===== config.mk =====
export PLATFORM = sky130hd
export DESIGN_NAME = combinational_logic
export DESIGN_NICKNAME = d
export VERILOG_FILES = /design/src/rtl/cpu_pkg.sv /design/src/rtl/cpu_accumulator.sv /design/src/rtl/cpu_control.sv /design/src/rtl/cpu_mem.sv /design/src/rtl/combinational_logic.sv
export SDC_FILE = /design/constraint.sdc
export NUM_CORES = 1
export LEC_CHECK = 0
export CAP_MARGIN = 0
export CELL_PAD_IN_SITES_DETAIL_PLACEMENT = 1
export CELL_PAD_IN_SITES_GLOBAL_PLACEMENT = 1
export CORE_AREA = 2 2 39 41
export CTS_BUF_LIST = sky130_fd_sc_hd__clkbuf_16
export DETAILED_ROUTE_END_ITERATION = 12
export DIE_AREA = 0 0 41 43
export GPL_TIMING_DRIVEN = 0
export PLACE_DENSITY = 0.3
export SYNTH_ARGS = -nofsm -noshare
export SYNTH_HDL_FRONTEND = slang
export SYNTH_SLANG_ARGS = --single-unit

===== constraint.sdc =====
create_clock -name clk -period 0.9 [get_ports clk]
set_input_delay 0.27 -clock clk [delete_from_list [all_inputs] [get_ports clk]]
set_output_delay 0.27 -clock clk [all_outputs]
set_load 0.02 [all_outputs]

===== src/rtl/cpu_pkg.sv =====
// Shared types for the accumulator teaching CPU: opcodes, control states and ALU selects.
package cpu_pkg;

    localparam int unsigned OPCODE_W = 3;

    typedef enum logic [OPCODE_W-1:0] {
        HLT = 3'd0,
        SKZ = 3'd1,
        ADD = 3'd2,
        AND = 3'd3,
        XOR = 3'd4,
        LDA = 3'd5,
        STO = 3'd6,
        JMP = 3'd7
    } opcode_t;

    typedef enum logic [1:0] {
        FETCH   = 2'd0,
        DECODE  = 2'd1,
        EXECUTE = 2'd2,
        HALTED  = 2'd3
    } state_t;

    localparam logic [1:0] ACC_PASS = 2'd0;
    localparam logic [1:0] ACC_ADD  = 2'd1;
    localparam logic [1:0] ACC_AND  = 2'd2;
    localparam logic [1:0] ACC_XOR  = 2'd3;

endpackage


===== src/rtl/cpu_accumulator.sv =====
// Accumulator register with its ALU (pass / add / and / xor against the MDR operand).
module cpu_accumulator
    import cpu_pkg::*;
#(
    parameter int unsigned DATA_W = 8
) (
    input  logic              clk,
    input  logic              rst,
    input  logic              load,
    input  logic [1:0]        ctrl,
    input  logic [DATA_W-1:0] operand,
    output logic [DATA_W-1:0] data_out
);
    logic [DATA_W-1:0] alu_result;

    always_comb begin
        alu_result = operand;
        case (ctrl)
            ACC_PASS: alu_result = operand;
            ACC_ADD:  alu_result = data_out + operand;
            ACC_AND:  alu_result = data_out & operand;
            ACC_XOR:  alu_result = data_out ^ operand;
            default:  alu_result = operand;
        endcase
    end

    always_ff @(posedge clk or posedge rst) begin
        if (rst) begin
            data_out <= '0;
        end else if (load) begin
            data_out <= alu_result;
        end
    end

endmodule


===== src/rtl/cpu_control.sv =====
// Control unit: FETCH/DECODE/EXECUTE sequencer plus combinational decode of state and opcode.
module cpu_control
    import cpu_pkg::*;
(
    input  logic       clk,
    input  logic       rst,
    input  opcode_t    opcode,
    input  logic       acc_zero,
    output logic       pc_load,
    output logic       pc_en,
    output logic       halt,
    output logic       jmp,
    output logic [1:0] accumulator_control,
    output logic       accumulator_load,
    output logic       memIns_en,
    output logic       memDa_en,
    output logic       memDa_we
);
    state_t state;

    always_ff @(posedge clk or posedge rst) begin
        if (rst) begin
            state <= FETCH;
        end else begin
            unique case (state)
                FETCH:   state <= DECODE;
                DECODE:  state <= EXECUTE;
                EXECUTE: state <= (opcode == HLT) ? HALTED : FETCH;
                HALTED:  state <= HALTED;
            endcase
        end
    end

    always_comb begin
        pc_load             = 1'b0;
        pc_en               = 1'b0;
        halt                = 1'b0;
        jmp                 = 1'b0;
        accumulator_control = ACC_PASS;
        accumulator_load    = 1'b0;
        memIns_en           = 1'b0;
        memDa_en            = 1'b0;
        memDa_we            = 1'b0;
        // Everything stays quiet while reset is held.
        if (!rst) begin
            unique case (state)
                FETCH: memIns_en = 1'b1;
                DECODE: begin
                    pc_en    = 1'b1;
                    memDa_en = 1'b1;
                end
                EXECUTE: begin
                    unique case (opcode)
                        HLT: halt = 1'b1;
                        SKZ: pc_en = acc_zero;
                        ADD: begin
                            accumulator_control = ACC_ADD;
                            accumulator_load    = 1'b1;
                        end
                        AND: begin
                            accumulator_control = ACC_AND;
                            accumulator_load    = 1'b1;
                        end
                        XOR: begin
                            accumulator_control = ACC_XOR;
                            accumulator_load    = 1'b1;
                        end
                        LDA: begin
                            accumulator_control = ACC_PASS;
                            accumulator_load    = 1'b1;
                        end
                        STO: begin
                            memDa_en = 1'b1;
                            memDa_we = 1'b1;
                        end
                        JMP: begin
                            jmp     = 1'b1;
                            pc_load = 1'b1;
                        end
                    endcase
                end
                HALTED: begin
                end
            endcase
        end
    end

endmodule


===== src/rtl/cpu_mem.sv =====
// Word-addressed memory array; combinational read, registered downstream into IR/MDR.
module cpu_mem #(
    parameter int unsigned DATA_W = 8,
    parameter int unsigned ADDR_W = 5
) (
    input  logic              clk,
    input  logic              en,
    input  logic              we,
    input  logic [ADDR_W-1:0] addr,
    input  logic [DATA_W-1:0] wdata,
    output logic [DATA_W-1:0] rdata
);
    // Contents are intentionally not reset; the program is preloaded.
    logic [DATA_W-1:0] mem [2**ADDR_W];

    always_ff @(posedge clk) begin
        if (en && we) begin
            mem[addr] <= wdata;
        end
    end

    assign rdata = mem[addr];

endmodule


===== src/rtl/combinational_logic.sv =====
// Accumulator CPU core. Define CPU_DEBUG_PORTS_EN to expose acc_out and pc_out.
module combinational_logic
    import cpu_pkg::*;
#(
    parameter int unsigned DATA_W = 8,
    parameter int unsigned ADDR_W = 5
) (
    input  logic              clk,
    input  logic              rst,
    output logic              HALT
`ifdef CPU_DEBUG_PORTS_EN
    ,
    output logic [DATA_W-1:0] acc_out,
    output logic [ADDR_W-1:0] pc_out
`endif
);
    logic [ADDR_W-1:0] pc;
    logic [ADDR_W-1:0] pc_next;
    logic [DATA_W-1:0] ir;
    logic [DATA_W-1:0] mdr;
    logic [DATA_W-1:0] acc;
    logic [DATA_W-1:0] ins_rdata;
    logic [DATA_W-1:0] dat_rdata;
    logic [ADDR_W-1:0] imm;
    opcode_t           opcode;

    logic       pc_load;
    logic       pc_en;
    logic       halt;
    logic       jmp;
    logic [1:0] accumulator_control;
    logic       accumulator_load;
    logic       memIns_en;
    logic       memDa_en;
    logic       memDa_we;

    assign opcode = opcode_t'(ir[DATA_W-1 -: OPCODE_W]);
    assign imm    = ir[ADDR_W-1:0];

    cpu_control control_signal (
        .clk                 (clk),
        .rst                 (rst),
        .opcode              (opcode),
        .acc_zero            (acc == '0),
        .pc_load             (pc_load),
        .pc_en               (pc_en),
        .halt                (halt),
        .jmp                 (jmp),
        .accumulator_control (accumulator_control),
        .accumulator_load    (accumulator_load),
        .memIns_en           (memIns_en),
        .memDa_en            (memDa_en),
        .memDa_we            (memDa_we)
    );

    cpu_mem #(.DATA_W(DATA_W), .ADDR_W(ADDR_W)) MemIns (
        .clk   (clk),
        .en    (memIns_en),
        .we    (1'b0),
        .addr  (pc),
        .wdata ('0),
        .rdata (ins_rdata)
    );

    cpu_mem #(.DATA_W(DATA_W), .ADDR_W(ADDR_W)) MemData (
        .clk   (clk),
        .en    (memDa_en),
        .we    (memDa_we),
        .addr  (imm),
        .wdata (acc),
        .rdata (dat_rdata)
    );

    cpu_accumulator #(.DATA_W(DATA_W)) accumulator (
        .clk      (clk),
        .rst      (rst),
        .load     (accumulator_load),
        .ctrl     (accumulator_control),
        .operand  (mdr),
        .data_out (acc)
    );

    // jmp picks the target; pc_load / pc_en decide whether the PC moves at all.
    assign pc_next = jmp ? imm : pc + ADDR_W'(1);

    always_ff @(posedge clk or posedge rst) begin
        if (rst) begin
            pc   <= '0;
            ir   <= '0;
            mdr  <= '0;
            HALT <= 1'b0;
        end else begin
            if (pc_load || pc_en) begin
                pc <= pc_next;
            end
            if (memIns_en) begin
                ir <= ins_rdata;
            end
            if (memDa_en && !memDa_we) begin
                mdr <= dat_rdata;
            end
            if (halt) begin
                HALT <= 1'b1;
            end
        end
    end

`ifdef CPU_DEBUG_PORTS_EN
    assign acc_out = acc;
    assign pc_out  = pc;
`endif

endmodule


==> flow_metrics.env <==
export IMPL_outcome="complete, but fails checks"
export IMPL_violations="setup timing"
export IMPL_required_ns=0.63
export IMPL_fin_util_pct=17.54
export IMPL_timing_reg2reg_worst_path_depth=3
export IMPL_clk_pin_slew_ns=0.03
export IMPL_grt_max_degree=5
export IMPL_grt_util_met3_pct=0
export IMPL_use_met2_pct=6.563
export IMPL_period_share_pct=112.8
export IMPL_vias=82
export IMPL_syn_nets=10
export IMPL_num_antenna_cells=0
export IMPL_timing_fmax_mhz=985.3
export IMPL_dr_first_iter_drc_count=0
export IMPL_insertion_delay_ns=0.22
export IMPL_worst_pin_slew_ns=0.1034
export IMPL_ir_drop_mv=0.4169
export IMPL_timing_critical_path_to="HALT"
export IMPL_fp_dieW_um=41
export IMPL_hold_viol_final=0
export IMPL_clockBufferDepth=2
export IMPL_cts_root_buf="clkbuf_16"
export IMPL_power_density_mw_per_mm2=3560
export IMPL_drt_first_pass_iters=1
export IMPL_critPathArrivalTime_ns=0.74
export IMPL_cts_tree="done"
export IMPL_r2r_start="HALT"
export IMPL_start_util_pct=7.505
export IMPL_htree_levels=1
export IMPL_critPathMaxFanout=2
export IMPL_io_pins=3
export IMPL_r2r_end="HALT"
export IMPL_synth_area_um2=103.9
export IMPL_die_y_um=43
export IMPL_startpoint_type="flop"
export IMPL_antenna_found_initial=0
export IMPL_drt_wirelength_per_cell_um=8.094
export IMPL_drv_slew=0
export IMPL_grt_busiest_layer="met2"
export IMPL_dieArea_mm2=0.001763
export IMPL_setup_violations=2
export IMPL_fp_coreArea_mm2=0.001384
export IMPL_grt_usage_pct=3.507
export IMPL_finalWirelength_um=259
export IMPL_met1_usage_pct=2.556
export IMPL_path_depth=1
export IMPL_hold_path_class="input port to asynchronous set/reset pin"
export IMPL_maxSlewHeadroom_pct=93.11
export IMPL_maxCapViolCount=0
export IMPL_nNetsFinal=19
export IMPL_yosysSeqAreaShare_pct=72.29
export IMPL_preCtsSetupSlack_ns=-0.2971
export IMPL_worstPathCellList="buf_6"
export IMPL_power_leakage_nw=0.1110
export IMPL_port_buffers=2
export IMPL_avgViaCountPerCell=2.563
export IMPL_critical_path_class="flop to output port"
export IMPL_antenna_left=0
export IMPL_final_cell_mix="dfrtp_1 (3), clkbuf_16 (3), inv_1 (2), buf_6 (2)"
export IMPL_grt_pass1_wl_um=393
export IMPL_crit_path_start="HALT"
export IMPL_ys_types=5
export IMPL_clock_sinks=3
export IMPL_gp_congestion=0.4334
export IMPL_cpLargestDelayFamily="flip-flops"
export IMPL_syn_inst=8
export IMPL_drive_gt1_share_pct=43.75
export IMPL_yosysWarnings=0
export IMPL_cp_end_kind="output port"
export IMPL_hold_slack_ns=0.2334
export IMPL_cts_inserted_buffers=3
export IMPL_r2r_slack_ns=-0.02
export IMPL_synthToLayoutAreaGrowth_pct=133.7
export IMPL_finClkSkew_ns=0.0002017
export IMPL_cpPeakStageDelay_ns=0.39
export IMPL_overflow=0
export IMPL_period_needed_ns=1.015
export IMPL_n_fill_cell=161
export IMPL_fin_ws_ns=-0.1149
export IMPL_fp_row_count=14
export IMPL_rsz0062_at_grt="yes"
export IMPL_cp_buffers_inverters=1
export IMPL_crit_slowest_cell="dfrtp_1"
export IMPL_synth_seq_cells=3
export IMPL_syn_avg_cell_area_um2=12.98
export IMPL_grt_pass1_vias=114
export IMPL_total_power_w=0.0008642
export IMPL_drcViolationCount=0
==> where the power goes <==
part / internal, W / switching [W]
registers: 0.000138 / 0.00000187
logic: 0.0000166 / 0.0000102
clock network: 0.000573 / 0.000124
total: 0.000728 / 0.000136
==> cell usage after synthesis <==
library cell / number / area, um2
inv_1: 2 / 7.510
a31o_1: 1 / 8.760
nand2b_1: 1 / 6.260
dfrtp_1: 3 / 75.07
or2_1: 1 / 6.260
==> final cells by class <==
type                            count  area [um2]  share of cell area (%)
Clock buffer                        3       75.07                   30.93
Clock inverter                      1       3.754                   1.546
Inverter                            2       7.507                   3.093
Multi-Input combinational cell      3       21.27                   8.763
Sequential cell                     3       75.07                   30.93
Tap cell                           16       20.02                   8.247
Timing Repair Buffer                4       40.04                   16.49
==> metrics by stage <==
step	TNS, ns	cell area, um2	cells
after floorplan	0	103.9	8
after detailed placement	-0.5096	143.9	26
after global placement	-0.5053	143.9	26
after global routing	-0.1645	242.7	32
final	-0.1321	242.7	32
after CTS	-0.1181	231.5	31
==> state kept, by name, summed over array words and instances (netlist names) <==
| name | count |
|---|---|
| HALT | 1 |
| control_signal.state | 2 |
==> logic make-up after synthesis <==
group           Yosys count  synth area share, %
compound gates            1                8.435
buf+inv                   2                7.232
flops                     3                72.29
simple gates              2                12.06
==> what timing repair did <==
action	CTS	global route
setup buffers	1	1
resized for setup	7	1
pin swaps	0	0
hold buffers	0	0
endpoints found under the setup margin	2	1
==> routing by layer <==
layer	part of all wire, %	up-vias
met3	2.3	0
met4	0	0
met2	59	3
met1	38	40
li1	-	39
met5	0	-
==> worst min path at each step <==
stage,end,depth (start not counted)
CTS,HALT,2
global route,control_signal.state[0],2
finish,HALT,2
floorplan,HALT,1
global placement,control_signal.state[0],1
detailed placement,HALT,2
Note: power is estimated with default switching activity, not from simulation.
